--- config.mk ---
export PLATFORM = sky130hd
export DESIGN_NAME = mod_counter_bank_flat
export DESIGN_NICKNAME = d
export VERILOG_FILES = /design/src/rtl/mod_counter_bank_if.sv /design/src/rtl/mod_counter_bank.sv /design/src/flat_wrapper.sv
export SDC_FILE = /design/constraint.sdc
export NUM_CORES = 1
export LEC_CHECK = 0
export CORE_ASPECT_RATIO = 1.75
export CORE_MARGIN = 8
export CORE_UTILIZATION = 60
export CTS_CLUSTER_DIAMETER = 150
export CTS_CLUSTER_SIZE = 8
export DETAILED_ROUTE_END_ITERATION = 12
export PLACE_DENSITY = 0.83
export SETUP_SLACK_MARGIN = 0.02
export SLEW_MARGIN = 20
export SYNTH_ARGS = -nofsm -noshare
export SYNTH_HDL_FRONTEND = slang
export SYNTH_SLANG_ARGS = --single-unit
--- constraint.sdc ---
create_clock -name clk -period 11.57 [get_ports clk]
set_input_delay 2.8925 -clock clk [delete_from_list [all_inputs] [get_ports clk]]
set_output_delay 2.8925 -clock clk [all_outputs]
set_load 0.01 [all_outputs]
--- src/rtl/mod_counter_bank_if.sv ---
`default_nettype none
// ============================================================================
// Module      : mod_counter_bank_if
// Description : Bundles the per-channel control strobes, packed load/limit
//               values and status outputs of the counter bank. err_sticky
//               exists only when MOD_COUNTER_BANK_ERR_EN is defined.
// Revision    : 1.0 - initial release
// ============================================================================
interface mod_counter_bank_if #(
    parameter int WIDTH  = 8,
    parameter int NUM_CH = 4
);
    logic [NUM_CH-1:0]       inc;
    logic [NUM_CH-1:0]       dec;
    logic [NUM_CH-1:0]       clear;
    logic [NUM_CH-1:0]       load;
    logic [NUM_CH*WIDTH-1:0] load_val;
    logic [NUM_CH*WIDTH-1:0] limit;
    logic [NUM_CH-1:0]       mode_sat;
    logic [NUM_CH*WIDTH-1:0] count;
    logic [NUM_CH-1:0]       at_max;
    logic [NUM_CH-1:0]       at_zero;
    logic [NUM_CH-1:0]       tc_pulse;
`ifdef MOD_COUNTER_BANK_ERR_EN
    logic [NUM_CH-1:0]       err_sticky;
`endif

    // Requester side: drives controls, observes counts and flags
    modport master (
        output inc, dec, clear, load, load_val, limit, mode_sat,
        input  count, at_max, at_zero, tc_pulse
`ifdef MOD_COUNTER_BANK_ERR_EN
        , input err_sticky
`endif
    );

    // Counter bank side
    modport slave (
        input  inc, dec, clear, load, load_val, limit, mode_sat,
        output count, at_max, at_zero, tc_pulse
`ifdef MOD_COUNTER_BANK_ERR_EN
        , output err_sticky
`endif
    );
endinterface
`default_nettype wire

--- src/rtl/mod_counter_bank.sv ---
`default_nettype none
// ============================================================================
// Module      : mod_counter_bank
// Description : NUM_CH independent up/down counters with per-channel modulus
//               (limit), wrap or saturate mode, clear, load and a registered
//               terminal-count pulse. Optional per-channel sticky error flag
//               enabled by defining MOD_COUNTER_BANK_ERR_EN.
// Revision    : 1.0 - initial release
// ============================================================================
module mod_counter_bank #(
    parameter int WIDTH    = 8,
    parameter int NUM_CH   = 4,
    parameter int INC_STEP = 1,
    parameter int DEC_STEP = 1
) (
    input  wire logic         clk,
    input  wire logic         reset,
    mod_counter_bank_if.slave bus
);

    // Step magnitudes carried at WIDTH+1 bits so sums never alias mod 2^WIDTH
    localparam logic [WIDTH:0] c_INC     = (WIDTH+1)'(INC_STEP);
    localparam logic [WIDTH:0] c_DEC     = (WIDTH+1)'(DEC_STEP);
    localparam bit             c_BOTH_UP = (INC_STEP > DEC_STEP);
    localparam bit             c_BOTH_DN = (INC_STEP < DEC_STEP);
    localparam logic [WIDTH:0] c_BOTH_S  = c_BOTH_UP ? (c_INC - c_DEC) : (c_DEC - c_INC);

    logic [NUM_CH*WIDTH-1:0] r_count;
    logic [NUM_CH-1:0]       r_tc;
    logic [NUM_CH*WIDTH-1:0] w_count_nxt;
    logic [NUM_CH-1:0]       w_tc_nxt;
    logic [NUM_CH-1:0]       w_err_set;

    for (genvar ch = 0; ch < NUM_CH; ch++) begin : g_ch
        logic [WIDTH-1:0] w_cnt;
        logic [WIDTH-1:0] w_lim;
        logic [WIDTH-1:0] w_ld;
        logic [WIDTH-1:0] w_nxt;
        logic [WIDTH:0]   w_lim1;
        logic [WIDTH:0]   w_s;
        logic [WIDTH:0]   w_sum;
        logic             w_up;
        logic             w_dn;
        logic             w_tc;
        logic             w_err;

        assign w_cnt  = r_count[ch*WIDTH +: WIDTH];
        assign w_lim  = bus.limit[ch*WIDTH +: WIDTH];
        assign w_ld   = bus.load_val[ch*WIDTH +: WIDTH];
        assign w_lim1 = {1'b0, w_lim} + 1'b1;
        assign w_sum  = {1'b0, w_cnt} + w_s;

        // Resolve inc/dec requests into one net step direction and magnitude
        always_comb begin
            w_up = 1'b0;
            w_dn = 1'b0;
            w_s  = '0;
            case ({bus.inc[ch], bus.dec[ch]})
                2'b10: begin
                    w_up = 1'b1;
                    w_s  = c_INC;
                end
                2'b01: begin
                    w_dn = 1'b1;
                    w_s  = c_DEC;
                end
                2'b11: begin
                    w_up = c_BOTH_UP;
                    w_dn = c_BOTH_DN;
                    w_s  = c_BOTH_S;
                end
                default: ;
            endcase
        end

        // Next count: clear > load > out-of-range correction > net step
        always_comb begin
            w_nxt = w_cnt;
            w_tc  = 1'b0;
            w_err = 1'b0;
            if (bus.clear[ch]) begin
                w_nxt = '0;
            end else if (bus.load[ch]) begin
                if (w_ld > w_lim) begin
                    w_nxt = w_lim;
                    w_err = 1'b1;
                end else begin
                    w_nxt = w_ld;
                end
            end else if (w_cnt > w_lim) begin
                // Limit was lowered beneath the current count
                w_nxt = bus.mode_sat[ch] ? w_lim : '0;
                w_tc  = 1'b1;
                w_err = 1'b1;
            end else if (w_up) begin
                if (w_sum <= {1'b0, w_lim}) begin
                    w_nxt = w_sum[WIDTH-1:0];
                end else begin
                    w_tc = 1'b1;
                    if (bus.mode_sat[ch]) begin
                        w_nxt = w_lim;
                        w_err = 1'b1;
                    end else if (w_s > w_lim1) begin
                        // Step exceeds the modulus; a wrap is undefined, so clip
                        w_nxt = w_lim;
                        w_err = 1'b1;
                    end else begin
                        w_nxt = WIDTH'(w_sum - w_lim1);
                    end
                end
            end else if (w_dn) begin
                if ({1'b0, w_cnt} >= w_s) begin
                    w_nxt = WIDTH'({1'b0, w_cnt} - w_s);
                end else begin
                    w_tc = 1'b1;
                    if (bus.mode_sat[ch]) begin
                        w_nxt = '0;
                        w_err = 1'b1;
                    end else if (w_s > w_lim1) begin
                        w_nxt = '0;
                        w_err = 1'b1;
                    end else begin
                        w_nxt = WIDTH'({1'b0, w_cnt} + w_lim1 - w_s);
                    end
                end
            end
        end

        assign w_count_nxt[ch*WIDTH +: WIDTH] = w_nxt;
        assign w_tc_nxt[ch]                   = w_tc;
        assign w_err_set[ch]                  = w_err;

        // Status flags follow the registered count and the live limit
        assign bus.at_max[ch]  = (w_cnt == w_lim);
        assign bus.at_zero[ch] = (w_cnt == '0);
    end

    // Count and terminal-count registers; reset overrides every request
    always_ff @(posedge clk) begin
        if (reset) begin
            r_count <= '0;
            r_tc    <= '0;
        end else begin
            r_count <= w_count_nxt;
            r_tc    <= w_tc_nxt;
        end
    end

    assign bus.count    = r_count;
    assign bus.tc_pulse = r_tc;

`ifdef MOD_COUNTER_BANK_ERR_EN
    logic [NUM_CH-1:0] r_err;

    // Sticky error: set by any clipping event, cleared by reset or channel clear
    always_ff @(posedge clk) begin
        if (reset) begin
            r_err <= '0;
        end else begin
            r_err <= (r_err | w_err_set) & ~bus.clear;
        end
    end

    assign bus.err_sticky = r_err;
`else
    logic [NUM_CH-1:0] w_unused_err;
    assign w_unused_err = w_err_set;
`endif

endmodule
`default_nettype wire

--- src/flat_wrapper.sv ---
// flat-port wrapper written by rule: the top's interface ports become plain ports
module mod_counter_bank_flat 
#(
    parameter int WIDTH    = 8,
    parameter int NUM_CH   = 4,
    parameter int INC_STEP = 1,
    parameter int DEC_STEP = 1
)
  (clk, reset, bus_inc, bus_dec, bus_clear, bus_load, bus_load_val, bus_limit, bus_mode_sat, bus_count, bus_at_max, bus_at_zero, bus_tc_pulse);
  mod_counter_bank_if #(.WIDTH(WIDTH), .NUM_CH(NUM_CH)) bus_i ();
  input  wire logic clk;
  input  wire logic reset;
  input wire logic [$bits(bus_i.inc)-1:0] bus_inc;
  input wire logic [$bits(bus_i.dec)-1:0] bus_dec;
  input wire logic [$bits(bus_i.clear)-1:0] bus_clear;
  input wire logic [$bits(bus_i.load)-1:0] bus_load;
  input wire logic [$bits(bus_i.load_val)-1:0] bus_load_val;
  input wire logic [$bits(bus_i.limit)-1:0] bus_limit;
  input wire logic [$bits(bus_i.mode_sat)-1:0] bus_mode_sat;
  output wire logic [$bits(bus_i.count)-1:0] bus_count;
  output wire logic [$bits(bus_i.at_max)-1:0] bus_at_max;
  output wire logic [$bits(bus_i.at_zero)-1:0] bus_at_zero;
  output wire logic [$bits(bus_i.tc_pulse)-1:0] bus_tc_pulse;
  assign bus_i.inc = bus_inc;
  assign bus_i.dec = bus_dec;
  assign bus_i.clear = bus_clear;
  assign bus_i.load = bus_load;
  assign bus_i.load_val = bus_load_val;
  assign bus_i.limit = bus_limit;
  assign bus_i.mode_sat = bus_mode_sat;
  assign bus_count = bus_i.count;
  assign bus_at_max = bus_i.at_max;
  assign bus_at_zero = bus_i.at_zero;
  assign bus_tc_pulse = bus_i.tc_pulse;
  mod_counter_bank #(.WIDTH(WIDTH), .NUM_CH(NUM_CH), .INC_STEP(INC_STEP), .DEC_STEP(DEC_STEP)) u_core (.clk(clk), .reset(reset), .bus(bus_i));
endmodule
==> results.json, run 1 <==
{
  "yosysWarningCount": 0,
  "number_of_antenna_violations_at_the_first_check_in_global_routing": 3,
  "final_cell_area_mm2": 0.0128,
  "layout-drive-gt1-share": 0.0418,
  "initial_core_util": 0.608,
  "yosysSeqAreaShare": 0.0644,
  "worst_setup_hold_path_clk_slew_ns": 0.06,
  "status": "completed",
  "place.gp.congestion": 1.05,
  "worst_path_largest_cell_delay_ns": 0.66,
  "placement_rows": 66,
  "multi_input_comb_area_mm2": 0.00965,
  "placed_cells": 1834,
  "area_overhead_of_the_layout_relative_to_synthesis_pct": 13.9,
  "synth.area.mux_share": 0.0398,
  "insertion_delay_ns": 0.32,
  "number_of_flops_mapped_to_enable_cells_by_yosys": 0,
  "timing.final.crit_share": 0.696,
  "cts_tree": "yes",
  "yosys.area_share.adder": 0.240,
  "1st_pass_router_iterations": 8,
  "design.core.area_mm2": 0.0184,
  "wl_per_cell_um": 22.7,
  "die-area_mm2": 0.0235,
  "boundaryPins": 130,
  "timing_worst_setup_path_type": "in -> out",
  "fillers": 1642,
  "clock_skew_after_layout_ns": 0.0204,
  "synth_top_flop_cell": "sky130_fd_sc_hd__dfxtp_1",
  "gr-total-overflow": 0,
  "postSynthRegisterBits": 36,
  "max-vdd-ir-drop_mv": 0.0739,
  "cts-buffers-inserted": 5,
  "report.final.hold_viol_count": 0,
  "postSynth.asyncResetShare": 0,
  "worst_setup_path_end_kind": "output port",
  "cts-root-buf": "sky130_fd_sc_hd__clkbuf_16",
  "finalSetupTns_ns": 0,
  "post_dp_cell_area_mm2": 0.0126,
  "cpMostUsedCell": "sky130_fd_sc_hd__clkdlybuf4s50_1",
  "syn-mean-instance-area_um2": 7.35,
  "synth_area_in_simple_gates": 0.215,
  "gate_count_post_synth": 1524,
  "minimum_period_implied_by_the_final_worst_setup_slack_ns": 8.05,
  "worst_slew_margin_rel": 0.301,
  "finish.cell_count_without_fillers": 1842,
  "critPathRequiredTime_ns": 8.68,
  "finalSetupViolCount": 0,
  "slew_violations": 0,
  "layout.nets": 1897,
  "drc_errors": 0,
  "yosys.cell_types.count": 87,
  "regArea_um2": 721,
  "synth_top_family_by_area": "compound AO/OA/AOI/OAI gates",
  "grt_usage": 0.344,
  "first_global_vias": 12500,
  "place.port_buffers": 129,
  "post_drt_via_cell_ratio": 6.88,
  "post_cts.repair.setup_buffers": 0,
  "syn_nets": 1818,
  "cts_hold_buf": 0,
  "setup_repair_after_global_routing_missed_its_margin": "false",
  "cts-root-to-sink-buffers": 2,
  "max_freq_mhz": 124,
  "path_cells": "clkdlybuf4s50_1, inv_1, ha_1, nand4_1, nor2_1, clkdlybuf4s50_1",
  "maxCapViolations": 0,
  "die_w_um": 119,
  "start_kind": "input pin",
  "reg2reg_setup_slack_ns": 7.34,
  "dp_worst_setup_slack_ns": 3.57,
  "detail_route.iter0.violations": 1073,
  "synth_area_mm2": 0.0112,
  "synth-compound-area-share": 0.275,
  "count_of_antenna_violating_nets_left_after_detailed_routing": 0,
  "timing.critical_path.slowest_stage_cell": "sky130_fd_sc_hd__clkdlybuf4s50_1",
  "routed_wl_um": 41800,
  "cellPowerDensity_mw_per_mm2": 88.8,
  "area_share_of_xor_xnor_cells_in_the_synthesized_design": 0.0916,
  "place_hpwl_um": 33000,
  "clock_tree.htree_level_count": 2,
  "maximum_number_of_pins_on_one_net_before_global_route_repair": 19,
  "grt_pass1_wl_um": 64900,
  "critPathArrivalTime_ns": 5.16,
  "power.leakage_uw": 0.00561,
  "clock_sinks": 36,
  "timing.final.ws_setup_ns": 3.52,
  "crit_fanout": 8,
  "antenna_cells": 0,
  "dr_total_vias": 12700,
  "die_h_um": 197,
  "tightest_slew_ns": 1.04,
  "postCtsResizedCells": 0,
  "worstHoldPathType": "reg -> reg"
}
[area by class of cell]
type	instances	area share
Timing Repair Buffer	136	0.105
Clock buffer	7	0.0120
Clock inverter	1	0.00235
Inverter	148	0.0436
Multi-Input combinational cell	1276	0.757
Sequential cell	36	0.0565
Tap cell	238	0.0234
[per-stage QoR]
stage,hold WS (ns),util,power [uW]
after detailed placement,0.583,0.682,919
after floorplan,0.572,-,694
after global placement,0.581,0.682,910
after CTS,0.596,0.692,1110
after global routing,0.646,0.692,1200
final,0.603,0.692,1130
[cell usage after synthesis (15+ instances only)]
cell,count,area [um^2]
sky130_fd_sc_hd__xnor2_1,85,744
sky130_fd_sc_hd__a211oi_1,20,150
sky130_fd_sc_hd__nor2b_1,19,119
sky130_fd_sc_hd__o21ai_0,72,360
sky130_fd_sc_hd__buf_2,18,90.1
sky130_fd_sc_hd__or3_1,16,100
sky130_fd_sc_hd__nor3_1,47,235
sky130_fd_sc_hd__nand4_1,34,213
sky130_fd_sc_hd__nand2b_1,18,113
sky130_fd_sc_hd__a31oi_1,15,93.8
sky130_fd_sc_hd__o21a_1,17,128
sky130_fd_sc_hd__o211a_1,15,150
sky130_fd_sc_hd__dfxtp_1,36,721
sky130_fd_sc_hd__nand3_1,56,280
sky130_fd_sc_hd__ha_1,200,2500
sky130_fd_sc_hd__inv_1,146,548
sky130_fd_sc_hd__a21oi_1,93,465
sky130_fd_sc_hd__nand2_1,97,364
sky130_fd_sc_hd__xor2_1,27,236
sky130_fd_sc_hd__o211ai_1,22,165
sky130_fd_sc_hd__mux2i_1,31,310
sky130_fd_sc_hd__clkbuf_1,41,154
sky130_fd_sc_hd__nor4_1,22,138
sky130_fd_sc_hd__a21o_1,30,225
sky130_fd_sc_hd__nor2_1,103,387
[layer usage]
layer  vias to the layer above  track usage  share of wire  routed length (um)
met5                         -            0        0.00098                  41
met4                         6        0.260          0.076                3170
met3                       253       0.0676          0.079                3320
met2                       750        0.585           0.49               20300
met1                      5842        0.369           0.36               15000
li1                       5825            -              -                   -
[state kept, by name, indices dropped and copies added (netlist names)]
signal,count
u_core.bus.count,32
u_core.bus.tc_pulse,4
[worst paths after layout]
path,startpoint,cells past startpoint,end
max,bus_limit[21],6,bus_at_max[2]
min,u_core.bus.count[8]$_SDFFE_PP0P_,2,u_core.bus.count[8]$_SDFFE_PP0P_
min reg2reg,u_core.bus.count[8]$_SDFFE_PP0P_,2,u_core.bus.count[8]$_SDFFE_PP0P_
max reg2reg,u_core.bus.count[18]$_SDFFE_PP0P_,11,u_core.bus.count[21]$_SDFFE_PP0P_
[placed cells by master (no fill, tap or decap), types with 8 or more instances in the layout]
cell	count
sky130_fd_sc_hd__a211oi_1	20
sky130_fd_sc_hd__or3_1	16
sky130_fd_sc_hd__ha_1	200
sky130_fd_sc_hd__o31ai_1	14
sky130_fd_sc_hd__o221ai_1	9
sky130_fd_sc_hd__nor3_1	47
sky130_fd_sc_hd__nand4_1	34
sky130_fd_sc_hd__o21bai_1	11
sky130_fd_sc_hd__nor2b_1	19
sky130_fd_sc_hd__nand2_1	97
sky130_fd_sc_hd__mux2_2	12
sky130_fd_sc_hd__and3_1	8
sky130_fd_sc_hd__a311oi_1	14
sky130_fd_sc_hd__o21ai_0	71
sky130_fd_sc_hd__nand3_1	56
sky130_fd_sc_hd__inv_1	146
sky130_fd_sc_hd__nand2b_1	18
sky130_fd_sc_hd__fa_1	8
sky130_fd_sc_hd__o211a_1	15
sky130_fd_sc_hd__a221oi_1	9
sky130_fd_sc_hd__mux2i_1	31
sky130_fd_sc_hd__dfxtp_1	36
sky130_fd_sc_hd__nor2_1	103
sky130_fd_sc_hd__xor2_1	27
sky130_fd_sc_hd__and2_1	9
sky130_fd_sc_hd__clkdlybuf4s50_1	129
sky130_fd_sc_hd__a21oi_1	92
sky130_fd_sc_hd__a31oi_1	15
sky130_fd_sc_hd__or2_2	14
sky130_fd_sc_hd__xnor2_1	85
sky130_fd_sc_hd__o211ai_1	22
sky130_fd_sc_hd__o21a_1	17
sky130_fd_sc_hd__a21o_1	30
sky130_fd_sc_hd__nor4_1	22
[kinds of logic (layout without fill, tap and decap cells)]
| logic type | Yosys count | after routing |
|---|---|---|
| compound gates | 435 | 435 |
| flops | 36 | 36 |
| mux | 43 | 43 |
| xor+xnor | 114 | 114 |
| simple gates | 473 | 473 |
| buf+inv | 212 | 292 |
| fa+ha+maj | 211 | 211 |
[critical path: cells and delay by family]
family	cells	cell delay, ns
buf+inv	3	1.47
fa+ha+maj	1	0.34
simple gates	2	0.45
[power breakdown]
group	internal [uW]	switching, uW
Sequential	133	34.1
Combinational	334	443
Clock	114	73.9
Power figures use the tool's default switching activity.
==> run 2: changes to the inputs <==
--- a/config.mk
+++ b/config.mk
@@ -7,11 +7,11 @@
 export LEC_CHECK = 0
 export CORE_ASPECT_RATIO = 1.75
 export CORE_MARGIN = 8
-export CORE_UTILIZATION = 60
+export CORE_UTILIZATION = 54
 export CTS_CLUSTER_DIAMETER = 150
 export CTS_CLUSTER_SIZE = 8
 export DETAILED_ROUTE_END_ITERATION = 12
-export PLACE_DENSITY = 0.83
+export PLACE_DENSITY = 0.78
 export SETUP_SLACK_MARGIN = 0.02
 export SLEW_MARGIN = 20
 export SYNTH_ARGS = -nofsm -noshare
==> constraint.sdc (replaced) <==
create_clock -name clk -period 6.7 [get_ports clk]
set_input_delay 1.675 -clock clk [delete_from_list [all_inputs] [get_ports clk]]
set_output_delay 1.675 -clock clk [all_outputs]
set_load 0.01 [all_outputs]
==> run 2 against run 1 <==
- first-iteration DRC count grew 17%
- hold slack gained 0.046 ns
- clock-buffer cell count is the same
- non-clock buffer count grew 11
==> results.json, run 2 (synthesized netlist as in run 1, its figures left out) <==
{
  "boundaryPins": 130,
  "clock_skew_after_layout_ns": 0.00488,
  "drc_errors": 0,
  "worstHoldPathType": "reg -> reg",
  "dr_total_vias": 12700,
  "clock_sinks": 36,
  "ff_to_ff_start": "u_core.bus.count[19]$_SDFFE_PP0P_",
  "top_library_cells_by_usage_in_the_layout_fill_and_taps_aside": "sky130_fd_sc_hd__ha_1, sky130_fd_sc_hd__inv_1, sky130_fd_sc_hd__clkdlybuf4s50_1",
  "post_dp_cell_area_mm2": 0.0127,
  "timing.final.crit_share": 0.845,
  "multi_input_comb_area_mm2": 0.00965,
  "routed_wl_um": 42300,
  "switching_share_of_power": 0.484,
  "layout-drive-gt1-share": 0.0477,
  "report.final.hold_viol_count": 0,
  "net_switching_power_uw": 948,
  "power.leakage_uw": 0.00566,
  "reg2reg_setup_slack_ns": 2.72,
  "grt_pass1_wl_um": 66400,
  "seq_power_share": 0.148,
  "die-area_mm2": 0.0258,
  "fillers": 1907,
  "crit_fanout": 8,
  "max_freq_mhz": 177,
  "gr-total-overflow": 0,
  "cts-root-buf": "sky130_fd_sc_hd__clkbuf_16",
  "first_global_vias": 12800,
  "cts_hold_buf": 0,
  "setup_repair_after_global_routing_missed_its_margin": "false",
  "cellPowerDensity_mw_per_mm2": 152,
  "area_overhead_of_the_layout_relative_to_synthesis_pct": 14.7,
  "placement_rows": 69,
  "r2r-end": "u_core.bus.count[23]$_SDFFE_PP0P_",
  "place.port_buffers": 129,
  "wl_per_cell_um": 22.7,
  "slew_violations": 0,
  "worst_setup_hold_path_clk_slew_ns": 0.07,
  "cts-root-to-sink-buffers": 2,
  "initial_core_util": 0.550,
  "tightest_slew_ns": 1.01,
  "layout.nets": 1908,
  "place.gp.congestion": 1.04,
  "place_hpwl_um": 33500,
  "start_kind": "input pin",
  "worst_hold_startpoint": "u_core.bus.count[8]$_SDFFE_PP0P_",
  "regArea_um2": 721,
  "power_frac_clock": 0.163,
  "final_cell_area_mm2": 0.0128,
  "finalSetupViolCount": 0,
  "reg2regPathDepth": 12,
  "post_cts.repair.setup_buffers": 0,
  "cts_tree": "yes",
  "finalSetupTns_ns": 0,
  "most_common_cell_after_layout_fill_and_taps_aside": "sky130_fd_sc_hd__ha_1",
  "postCtsResizedCells": 0,
  "p_comb_frac": 0.688,
  "worst_slew_margin_rel": 0.326,
  "dp_worst_setup_slack_ns": 0.826,
  "number_of_antenna_violations_at_the_first_check_in_global_routing": 1,
  "clock_tree.htree_level_count": 2,
  "total_power_uw": 1960,
  "timing.final.ws_setup_ns": 1.04,
  "worst_hold_path_cell_count": 2,
  "maxCapViolations": 0,
  "post_drt_via_cell_ratio": 6.83,
  "maximum_number_of_pins_on_one_net_before_global_route_repair": 18,
  "startpoint": "bus_limit[12]",
  "worst_setup_path_end_kind": "output port",
  "minimum_period_implied_by_the_final_worst_setup_slack_ns": 5.66,
  "timing_worst_setup_path_type": "in -> out",
  "critPathRequiredTime_ns": 5.03,
  "internal_power_uw": 1010,
  "die_h_um": 207,
  "antenna_cells": 0,
  "count_of_antenna_violating_nets_left_after_detailed_routing": 0,
  "1st_pass_router_iterations": 9,
  "number_of_flip_flops_in_the_largest_register": 32,
  "grt_usage": 0.320,
  "max-vdd-ir-drop_mv": 0.0947,
  "design.core.area_mm2": 0.0204,
  "cts-buffers-inserted": 5,
  "insertion_delay_ns": 0.31,
  "critPathArrivalTime_ns": 3.98,
  "status": "completed",
  "critical_path.endpoint": "bus_at_max[1]",
  "die_w_um": 125,
  "detail_route.iter0.violations": 1255
}
==> run 2: how the worst min path moves through the flow <==
stage / to
6_report: u_core.bus.count[8]$_SDFFE_PP0P_
5_1_grt: u_core.bus.count[8]$_SDFFE_PP0P_
4_1_cts: u_core.bus.count[8]$_SDFFE_PP0P_
3_5_place_dp: u_core.bus.count[8]$_SDFFE_PP0P_
3_3_place_gp: u_core.bus.count[8]$_SDFFE_PP0P_
2_1_floorplan: u_core.bus.count[8]$_SDFFE_PP0P_
==> run 2: per-stage QoR <==
stage	utilization	instances	hold WS, ns
2_1_floorplan	-	1524	0.572
3_3_place_gp	0.621	1855	0.637
3_5_place_dp	0.621	1855	0.635
4_1_cts	0.630	1863	0.648
5_1_grt	0.630	1863	0.666
6_report	0.630	1863	0.649
==> run 2: layer usage <==
layer / track usage / up-vias / wire length, um
met1: 0.330 / 5936 / 15100
met3: 0.0460 / 231 / 3050
li1: - / 5844 / -
met2: 0.580 / 718 / 20900
met4: 0.245 / 2 / 3190
met5: 0 / - / 13
==> run 2: power by group through the flow <==
stage | sequential, uW | combinational (uW) | clock (uW)
3_3_place_gp | 292 | 1290 | 0
2_1_floorplan | 259 | 939 | 0
4_1_cts | 286 | 1320 | 319
3_5_place_dp | 291 | 1310 | 0
6_report | 290 | 1350 | 320
5_1_grt | 293 | 1480 | 323
==> run 2: cell type report <==
| class | instances | share of cell area |
|---|---|---|
| repair buffers | 147 | 0.111 |
| flip-flops and latches | 36 | 0.0561 |
| multi-input cells | 1276 | 0.751 |
| clock buffers | 7 | 0.0119 |
| inverters | 148 | 0.0433 |
| well taps | 248 | 0.0242 |
| clock inverters | 1 | 0.00234 |
==> run 2: critical path: stages <==
cell	delay [ns]
sky130_fd_sc_hd__clkdlybuf4s50_1	0.65
sky130_fd_sc_hd__inv_1	0.23
sky130_fd_sc_hd__ha_1	0.39
sky130_fd_sc_hd__nand4_1	0.13
sky130_fd_sc_hd__nor2_1	0.25
sky130_fd_sc_hd__clkdlybuf4s50_1	0.65
